[src/rtl/fb_arbiter.sv]
// fb_arbiter: single-port framebuffer RAM arbiter with fixed priority display > clear > CPU.
// The hardware clear sequencer is compiled in only when FB_ARBITER_CLEAR_EN is defined.
module fb_arbiter (
    input  logic        clk,
    input  logic        reset,
    input  logic        hires,
    input  logic        dispRd,
    input  logic [8:0]  dispAddr,
    output logic [15:0] dispData,
    input  logic        cpuReq,
    input  logic        cpuWe,
    input  logic [8:0]  cpuAddr,
    input  logic [15:0] cpuWData,
    output logic [15:0] cpuRData,
    output logic        cpuAck,
    input  logic        clrReq,
    output logic        clrBusy,
    output logic [8:0]  memAddr,
    output logic        memWe,
    output logic [15:0] memWData,
    input  logic [15:0] memRData
);
    localparam int ADDR_W = 9;
    localparam int DATA_W = 16;

    typedef enum logic [1:0] {IDLE, ISSUED, ACK} cpu_state_e;

    cpu_state_e        state_q;
    logic              cpu_we_q;
    logic              cpu_ack_q;
    logic [DATA_W-1:0] cpu_rdata_q;
    logic              disp_vld_p1;
    logic [DATA_W-1:0] disp_data_q;

    logic              clr_hold;
    logic              clr_grant;
    logic [ADDR_W-1:0] clr_addr;
    logic              cpu_grant;

`ifdef FB_ARBITER_CLEAR_EN
    logic              clr_pend_q, clr_pend_d;
    logic              clr_act_q, clr_act_d;
    logic [ADDR_W-1:0] clr_cnt_q, clr_cnt_d;
    logic [ADDR_W-1:0] clr_last_q, clr_last_d;

    // A pending or running clear locks the CPU out of the RAM.
    assign clr_hold  = clr_pend_q | clr_act_q;
    assign clr_grant = clr_act_q & ~dispRd & ~reset;
    assign clr_addr  = clr_cnt_q;
    assign clrBusy   = clr_hold;

    always_comb begin
        clr_pend_d = clr_pend_q;
        clr_act_d  = clr_act_q;
        clr_cnt_d  = clr_cnt_q;
        clr_last_d = clr_last_q;
        if (clrReq && !clr_pend_q && !clr_act_q) begin
            clr_pend_d = 1'b1;
        end
        if (clr_pend_q && state_q == IDLE) begin
            clr_pend_d = 1'b0;
            clr_act_d  = 1'b1;
            clr_cnt_d  = '0;
            clr_last_d = hires ? 9'd511 : 9'd127;
        end
        if (clr_grant) begin
            if (clr_cnt_q == clr_last_q) begin
                clr_act_d = 1'b0;
                clr_cnt_d = '0;
            end else begin
                clr_cnt_d = clr_cnt_q + 9'd1;
            end
        end
    end

    always_ff @(posedge clk) begin
        if (reset) begin
            clr_pend_q <= 1'b0;
            clr_act_q  <= 1'b0;
            clr_cnt_q  <= '0;
        end else begin
            clr_pend_q <= clr_pend_d;
            clr_act_q  <= clr_act_d;
            clr_cnt_q  <= clr_cnt_d;
        end
        clr_last_q <= clr_last_d;
    end
`else
    logic unused_clr;

    assign unused_clr = clrReq ^ hires;
    assign clr_hold   = 1'b0;
    assign clr_grant  = 1'b0;
    assign clr_addr   = '0;
    assign clrBusy    = 1'b0;
`endif

    assign cpu_grant = cpuReq & ~dispRd & ~clr_hold & ~reset & (state_q == IDLE);

    always_comb begin
        memAddr  = '0;
        memWe    = 1'b0;
        memWData = '0;
        if (dispRd) begin
            memAddr = dispAddr;
        end else if (clr_grant) begin
            memAddr = clr_addr;
            memWe   = 1'b1;
        end else if (cpu_grant) begin
            memAddr  = cpuAddr;
            memWe    = cpuWe;
            memWData = cpuWData;
        end
    end

    always_ff @(posedge clk) begin
        if (reset) begin
            state_q     <= IDLE;
            cpu_we_q    <= 1'b0;
            cpu_ack_q   <= 1'b0;
            cpu_rdata_q <= '0;
        end else begin
            cpu_ack_q <= 1'b0;
            case (state_q)
                IDLE: begin
                    if (cpu_grant) begin
                        state_q  <= ISSUED;
                        cpu_we_q <= cpuWe;
                    end
                end
                ISSUED: begin
                    state_q   <= ACK;
                    cpu_ack_q <= 1'b1;
                    if (!cpu_we_q) begin
                        cpu_rdata_q <= memRData;
                    end
                end
                ACK:     state_q <= IDLE;
                default: state_q <= IDLE;
            endcase
        end
    end

    // p0 -> p1: RAM returns display data one cycle after the address.
    always_ff @(posedge clk) begin
        if (reset) begin
            disp_vld_p1 <= 1'b0;
            disp_data_q <= '0;
        end else begin
            disp_vld_p1 <= dispRd;
            if (disp_vld_p1) begin
                disp_data_q <= memRData;
            end
        end
    end

    assign dispData = disp_data_q;
    assign cpuRData = cpu_rdata_q;
    assign cpuAck   = cpu_ack_q;
endmodule

[config.mk]
export PLATFORM = sky130hd
export DESIGN_NAME = fb_arbiter
export DESIGN_NICKNAME = d
export VERILOG_FILES = /design/src/rtl/fb_arbiter.sv
export SDC_FILE = /design/constraint.sdc
export NUM_CORES = 1
export LEC_CHECK = 0
export CORE_MARGIN = 2
export CORE_UTILIZATION = 30
export DETAILED_ROUTE_END_ITERATION = 10
export PLACE_DENSITY_LB_ADDON = 0.08
export SYNTH_ARGS = -nofsm -noshare
export SYNTH_HDL_FRONTEND = slang
export SYNTH_SLANG_ARGS = --single-unit
export TNS_END_PERCENT = 10
[constraint.sdc]
create_clock -name clk -period 1.4 [get_ports clk]
set_clock_uncertainty 0.1 [all_clocks]
set_input_delay 0.28 -clock clk [delete_from_list [all_inputs] [get_ports clk]]
set_output_delay 0.28 -clock clk [all_outputs]
set_load 0.02 [all_outputs]
==> summary.md, run 1 <==
| Metric | Value |
|---|---|
| Clock buffer count from CTS | 5 |
| Initial antenna violation count | 0 |
| Die footprint | 5770 um^2 |
| Final net count | between 300 and 400 |
| CTS tree | done |
| Total grt overflow | 0 |
| Initial Util | 0.308 |
| Post-route ant nets | 0 |
| Min Hold Slack | 0.350 ns |
| Top-count cell post-synth | dfxtp_1 |
| Critical path class | reg -> out |
| Post-synthesis sequential area ratio | 0.477 |
| # DRC | 0 |
| Row count | 26 |
| Area leader, netlist | dfxtp_1 |
| Hold-fix buffer count after cts | 0 |
| Post-synth top cells | 37 x dfxtp_1, 32 x nand2_1, 17 x and3_2 |
| Crit-path slowest cell | dfxtp_2 |
| H-tree level count | 2 |
| Static leakage | 1.38 nW |
| Port bufs | 113 |
| Iteration-0 DRC Markers | 51 |
| WP buf/inv | 2 |
| Core Area | 5040 um^2 |
| VDD IR-drop max | 0.307 mV |
| First-pass GRT wire length | ~7600 um |
| Final setup viols | 27 |
| Synthesized flop and latch total | 37 |
| Synth warn | 0 |
| Async SR Flop Fraction | 0 |
| Area grow syn2layout | 95.3% |
| Setup ws final | -0.519 ns |
| Final number of hold-violating endpoints | 0 |
| Slew Limit Fails | 0 |
| EDFF count, synth | 0 |
| Routed WL | about 4700 um |
| Syn Nets | roughly 220 |
| Antenna cells | 0 |
| Worst min path class | reg -> reg |
| RSZ-0062 raised after global routing | true |
| Top-level I/O count | 117 |
| Top cell family by delay on the critical path | simple AND/OR/NAND/NOR gates |
| Synth top area cells | dfxtp_1 48%, mux2i_1 10%, and3_2 8.2%, nand2_1 7.7%, a21oi_1 5.2% |
| Drt pass-1 iters | 4 |
| Critical path data required time | 1.02 ns |
| Slowest cell delay on critical path | approximately 0.34 ns |
| Via/cell ratio | 4.55 |
| Worst Path Arrival | 1.54 ns |
| Non-Filler Instances | roughly 360 |
| Area fraction of the dominant cell type after synthesis | 0.477 |
| DIE WIDTH | 76.0 um |
| Critical Path Source Type | flip-flop |
| Clk sinks | 37 |
| Total track usage | 0.163 |
| DP Wirelength | 3400 um |
| Share of layout cells above drive strength 1 | 0.287 |
| Critical path peak fanout | 5 |
| Worst-case clock buffer depth | 2 |
| Worst path depth | 5 |
| Routed vias | roughly 1700 |
| Power per cell area | 809 nW/um^2 |
| Clk_lat worst skew | 0.28 ns |
| Final min period | 1.92 ns |
| Failing checks | negative setup slack |
| Die height | 76.0 um |
| Synth unique cells | 23 |
| Final Cycle Share | 1.37 |
| CP cell instances | nor4_4 > buf_4 > and2_4 > a22o_1 > buf_6 |
| Fmax | 521 MHz |
| Root Buffer | clkbuf_8 |
| Wire per inst | approximately 13 um |
| Cell Count Post-Placement | between 300 and 400 |
| Power consumption | approximately 2.5 mW |
| Hold depth | 2 |
| Synthesized area | 1550 um^2 |
| Crit end category | output pin |
| Status | finished with violations |
| Pin count of the biggest net entering global routing | 37 |
| Vias in the first global route | between 1500 and 2000 |
| Syn Inst Count | 167 |
| Max-cap viol count | 0 |
| R2R cell count | 6 |
| Post-synthesis area per instance | 9.31 um^2 |
| RePlAce Congestion | 0.699 |
| Clock-pin slew on the worst setup and hold paths | approximately 0.070 ns |
| Dominant synthesized flop cell | dfxtp_1 |
## worst paths after layout
check,from,to,slack [ns]
setup / recovery,state_q[1],memAddr[8],-0.52
setup reg to reg,state_q[1],cpu_we_q,-0.04
hold reg to reg,cpuRData[2],cpuRData[2],0.35
hold / removal,cpuRData[2],cpuRData[2],0.35
## routing by layer
layer	routed length, um	part of all wire	GRT usage
met5	0	0	0
met4	66	0.014	0.0545
met3	548	0.12	0.0841
met2	2160	0.46	0.267
met1	1930	0.41	0.183
## worst min-delay path: stages (launching register included)
cell and delay [ns]:
dfxtp_1 0.31, nand2_1 0.05, a21oi_1 0.05
## flip-flops by register name, indices dropped and copies added (netlist names)
name	flops
cpuAck	1
cpuRData	16
cpu_we_q	1
dispData	16
disp_vld_p1	1
state_q	2
## power breakdown
part           switching (mW)  internal (mW)
Combinational           0.262          0.346
Sequential             0.0211           1.10
Clock                   0.341          0.390
Total                   0.624           1.83
## per-stage QoR
| stage | worst slack, ns | area (um^2) | setup TNS [ns] | util |
|---|---|---|---|---|
| 6_report | -0.519 | 3040 | -12.54 | 0.602 |
| 5_1_grt | -0.610 | 3040 | -15.05 | 0.602 |
| 4_1_cts | -0.559 | 2990 | -12.82 | 0.593 |
| 3_5_place_dp | -1.02 | 2850 | -30.32 | 0.564 |
| 3_3_place_gp | -1.00 | 2850 | -29.61 | 0.564 |
| 2_1_floorplan | -0.169 | 1620 | -2.90 | - |
## repair_timing
| action | CTS | global route |
|---|---|---|
| setup endpoints to repair | 75 | 45 |
| setup buffers | 2 | 2 |
| cloned | 3 | 0 |
| gates resized for setup | 202 | 12 |
| pin swaps | 8 | 5 |
## final cells by class
type | instances | area [um^2]
fillers | 466 | 2010
repair buffers | 132 | 1280
multi-input cells | 117 | 836
flip-flops and latches | 37 | 743
well taps | 70 | 87.6
clock buffers | 7 | 86.3
## layout by cell type, fill, tap and decap left out, drive strengths merged
cell           Yosys  layout
nor4               1       1
clkdlybuf4s15      0       1
dlygate4sd2        0      33
buf                7      45
dfxtp             37      37
nor2              16      16
clkdlybuf4s50      0      52
o21bai             1       1
mux2i             16      16
nand2b             1       1
nor2b              1       1
conb               1       1
and3              17      17
nand2             32      32
nor3b              3       3
and2               1       2
clkbuf             7       8
a22o               9       9
or3b               1       1
a21oi             16      16
## logic make-up after synthesis
kind of cell | Yosys count | synth area share
flops | 37 | 0.477
mux | 16 | 0.103
other cells | 1 | 0.00241
compound gates | 26 | 0.114
buf+inv | 14 | 0.0555
simple gates | 73 | 0.249
No activity file was read; power rests on OpenSTA's default activity.
==> run 2: changes to the inputs <==
--- a/config.mk
+++ b/config.mk
@@ -9,6 +9,7 @@
 export CORE_UTILIZATION = 30
 export DETAILED_ROUTE_END_ITERATION = 10
 export PLACE_DENSITY_LB_ADDON = 0.08
+export SETUP_SLACK_MARGIN = 0.02
 export SYNTH_ARGS = -nofsm -noshare
 export SYNTH_HDL_FRONTEND = slang
 export SYNTH_SLANG_ARGS = --single-unit
==> summary.md, run 2 (same netlist as run 1, synthesis figures left out) <==
| Metric | Value |
|---|---|
| Total track usage | 0.163 |
| Via/cell ratio | around 4.5 |
| Status | finished with violations |
| Routed WL | roughly 4700 um |
| Commonest non-fill, non-tap cell in the layout | clkdlybuf4s50_1 |
| Antenna cells | 0 |
| Clock-pin slew on the worst setup and hold paths | 0.07 ns |
| Final setup viols | 27 |
| Dpl cell area | 2850 um^2 |
| Die footprint | 5770 um^2 |
| Final instance area | approximately 3000 um^2 |
| TNS Setup | -12.60 ns |
| RePlAce Congestion | 0.699 |
| Worst Path Arrival | 1.54 ns |
| GR Util met3 | 0.0841 |
| Area grow syn2layout | 95.6% |
| Min-Delay Startpoint | cpuRData[2] |
| Final number of hold-violating endpoints | 0 |
| # DRC | 0 |
| Failing checks | negative setup slack |
| Setup ws final | -0.519 ns |
| Worst-case clock buffer depth | 2 |
| Hold depth | 2 |
| Vias in the first global route | 1658 |
| Drt pass-1 iters | 4 |
| VDD IR-drop max | 0.307 mV |
| H-tree level count | 2 |
| Fmax | 521 MHz |
| Critical path data required time | 1.02 ns |
| Routed vias | approximately 1700 |
| GR peak layer | met2 |
| Die height | 76.0 um |
| Critical path peak fanout | 5 |
| Root Buffer | clkbuf_8 |
| DP Wirelength | between 3000 and 4000 um |
| R2R cell count | 6 |
| Most frequent cells in the layout | 52 x clkdlybuf4s50_1, 35 x dfxtp_1, 32 x nand2_1, 32 x buf_6, 29 x dlygate4sd2_1 |
| Crit end category | output pin |
| Final net count | 350 |
| Final Cycle Share | 1.37 |
| Power per cell area | 809 nW/um^2 |
| Final min period | 1.92 ns |
| Share of layout cells above drive strength 1 | 0.290 |
| Met2 Use GR | 0.267 |
| Clk_lat worst skew | 0.28 ns |
| Clk sinks | 37 |
| R2r endpoint | cpu_we_q |
| R2r startpoint | state_q[1] |
| Worst R2R Setup Slack | -0.04 ns |
| Critical path class | reg -> out |
| Critical Path Source Type | flip-flop |
| First-pass GRT wire length | 7650 um |
| Iteration-0 DRC Markers | 44 |
| Top-level I/O count | 117 |
| Post-route ant nets | 0 |
| Post-layout util | 0.603 |
| Wire per inst | 13.0 um |
| Pin count of the biggest net entering global routing | 37 |
| Post-placement setup slack | -1.02 ns |
| Clock buffer count from CTS | 5 |
| Port bufs | 113 |
| CTS tree | done |
| Slew Limit Fails | 0 |
| Hold EP | cpuRData[2] |
| Row count | 26 |
| Met1 usage | 0.183 |
| Core Area | 5040 um^2 |
| DIE WIDTH | roughly 76 um |
| Initial Util | 0.308 |
| RSZ-0062 raised after global routing | true |
| Worst min path class | reg -> reg |
| Max-cap viol count | 0 |
| Layout fillers | 465 |
| Initial antenna violation count | 0 |
| Static leakage | about 1.4 nW |
| Total grt overflow | 0 |
-- run 2: cell types whose count changed in the layout (fill, tap and decap cells not counted) --
cell             change
clkdlybuf4s15_1      +3
clkbuf_2             +1
and3_2               -1
and3_4               +1
dlygate4sd2_1        -4
-- run 2: stage by stage --
stage	power, mW	hold slack [ns]	instances
global placement	1.73	0.341	349
floorplan	1.40	0.316	167
finish	2.46	0.350	363
CTS	2.48	0.354	361
global route	2.59	0.377	363
detailed placement	1.73	0.347	349
-- run 2: where the power goes --
part / leakage (nW) / internal, mW / switching [mW]
logic: 1.02 / 0.347 / 0.263
clock network: 0.0443 / 0.390 / 0.340
registers: 0.303 / 1.10 / 0.0213
total: 1.37 / 1.83 / 0.624
-- run 2: layout make-up --
cell class,instances,area (um^2),area share
Sequential cell,37,743,0.245
Clock buffer,7,86.3,0.0284
Tap cell,70,87.6,0.0288
Multi-Input combinational cell,117,840,0.276
Timing Repair Buffer,132,1280,0.422
-- run 2: timing repair --
item                       in CTS  in global routing
setup endpoints to repair      76                 50
cloned                          3                  0
hold buffers                    0                  0
pin swaps                       8                  6
gates resized for setup       203                 17
setup buffers                   2                  2
-- run 2: critical path, stage by stage, from the launching register on --
cell,delay (ns)
dfxtp_2,0.34
nor4_4,0.30
buf_4,0.17
and2_4,0.18
a22o_1,0.14
buf_6,0.12
-- run 2: how the worst max path moves through the flow --
| stage | start | end |
|---|---|---|
| 2_1_floorplan | state_q[1] | memAddr[0] |
| 3_3_place_gp | dispRd | memWe |
| 3_5_place_dp | dispRd | memWe |
| 4_1_cts | state_q[0] | memWData[5] |
| 5_1_grt | state_q[1] | memAddr[8] |
| 6_report | state_q[1] | memAddr[8] |
-- run 2: metal layers --
layer  vias to the layer above  part of all wire
met5                         -                 0
met4                         0             0.014
met3                         6              0.12
met2                        79              0.46
met1                       746              0.41
li1                        820                 -
==> run 3: changes to the inputs <==
--- a/config.mk
+++ b/config.mk
@@ -6,7 +6,8 @@
 export NUM_CORES = 1
 export LEC_CHECK = 0
 export CORE_MARGIN = 2
-export CORE_UTILIZATION = 30
+export CORE_UTILIZATION = 31
+export CTS_BUF_LIST = sky130_fd_sc_hd__clkbuf_4
 export DETAILED_ROUTE_END_ITERATION = 10
 export PLACE_DENSITY_LB_ADDON = 0.08
 export SETUP_SLACK_MARGIN = 0.02
==> summary.md, run 3 (same netlist as run 1, synthesis figures left out) <==
| Metric | Value |
|---|---|
| Status | finished with violations |
| Failing checks | negative setup slack |
| Non-Filler Instances | 359 |
| Iteration-0 DRC Markers | 33 |
| Most frequent cells in the layout | 54 x clkdlybuf4s50_1, 35 x dfxtp_1, 32 x nand2_1 |
| Slew Limit Fails | 0 |
| Critical path peak fanout | 5 |
| RSZ-0062 raised after global routing | true |
| Critical path class | in -> out |
| Pin count of the biggest net entering global routing | 37 |
| Post-route ant nets | 0 |
| Total grt overflow | 0 |
| Max-cap viol count | 0 |
| Die footprint | 5600 um^2 |
| Wire per inst | roughly 13 um |
| Clk sinks | 37 |
| Min Hold Slack | between 0.3 and 0.4 ns |
| Top cell family by delay on the critical path | buffers and inverters |
| DIE WIDTH | 74.8 um |
| Power per cell area | 762 nW/um^2 |
| Critical Path Source Type | input port |
| Total track usage | 0.170 |
| Final number of hold-violating endpoints | 0 |
| Worst min path class | reg -> reg |
| # DRC | 0 |
| Clock-pin slew on the worst setup and hold paths | 0.10 ns |
| Crit end category | output pin |
| Slowest cell delay on critical path | 0.46 ns |
| Worst Path Arrival | roughly 1.7 ns |
| RePlAce Congestion | 0.723 |
| Top-level I/O count | 117 |
| Area grow syn2layout | 89.6% |
| Routed vias | 1665 |
| Static leakage | 1.25 nW |
| First-pass GRT wire length | 7190 um |
| Worst-case clock buffer depth | 2 |
| DP Wirelength | 3320 um |
| Cell Count Post-Placement | 345 |
| Highest routed layer | met4 |
| Hold-fix buffer count after cts | 0 |
| Initial Util | 0.325 |
| Setup ws final | -0.651 ns |
| Final min period | 2.05 ns |
| Row count | 25 |
| Post-placement setup slack | -1.00 ns |
| Final setup viols | 27 |
| Root Buffer | clkbuf_4 |
| Via/cell ratio | 4.64 |
| WP buf/inv | 3 |
| Met3 WL | roughly 370 um |
| Core Area | 4790 um^2 |
| Fmax | 487 MHz |
| Crit-path slowest cell | clkdlybuf4s50_1 |
| Commonest non-fill, non-tap cell in the layout | clkdlybuf4s50_1 |
| Die height | 74.8 um |
| Post-layout util | 0.616 |
| Final Cycle Share | 1.47 |
| VDD IR-drop max | 0.344 mV |
| Vias in the first global route | 1587 |
| Final net count | 349 |
| Met1 Wirelength | ~2000 um |
| Routed WL | between 4000 and 5000 um |
| H-tree level count | 2 |
| TNS Setup | -14.95 ns |
| Antenna cells | 0 |
| Worst R2R Setup Slack | -0.07 ns |
| Port bufs | 113 |
| Share of layout cells above drive strength 1 | 0.394 |
| CP cell instances | clkdlybuf4s50_1 > nor4_4 > buf_4 > and2_4 > a22o_1 > buf_6 |
| Initial antenna violation count | 0 |
| Met2 WL | 2330 um |
| Clk_lat worst skew | 0.33 ns |
| Critical path data required time | 1.02 ns |
| CTS tree | done |
| Clock buffer count from CTS | 5 |
| Drt pass-1 iters | 4 |
[run 3: cell type report]
class | instances | area (um^2)
fill | 440 | 1840
timing repair buffer | 131 | 1230
multi-input combinational | 117 | 840
sequential | 37 | 743
tap | 67 | 83.8
clock buffer | 6 | 45.0
clock inverter | 1 | 3.75
[run 3: path summary, 6_finish.rpt]
path / from / end / depth (start not counted)
worst min register to register: cpuRData[11] / cpuRData[11] / 2
worst max-delay path: reset / memAddr[8] / 6
worst min-delay path: cpuRData[11] / cpuRData[11] / 2
worst max register to register: state_q[0] / cpu_we_q / 6
[run 3: per-layer routing]
metal | up-vias | track usage
li1 | 819 | -
met1 | 768 | 0.206
met2 | 72 | 0.278
met3 | 6 | 0.0602
met4 | 0 | 0.0655
met5 | - | 0
[run 3: worst register-to-register path, stage by stage, from the launching register on]
cell      delay [ns]
dfxtp_2         0.35
nor4_4          0.31
buf_4           0.16
and2_4          0.18
buf_4           0.11
buf_4           0.09
o21bai_1        0.06
[run 3: repair_timing]
item,4_1_cts,5_1_grt
cloned,3,0
setup buffers,2,2
endpoints found under the hold margin,0,0
gates resized for setup,238,36
pin swaps,7,7
endpoints found under the setup margin,75,62
[run 3: power breakdown]
group	switching, mW	internal (mW)	total, mW
registers	0.0223	1.10	1.12
logic	0.263	0.346	0.610
clock network	0.315	0.202	0.517
[run 3: per-stage QoR]
stage	instance area (um^2)	total power [mW]
after global routing	2950	2.37
after floorplan	1620	1.40
after detailed placement	2850	1.74
after CTS	2970	2.28
after global placement	2850	1.73
final	2950	2.24
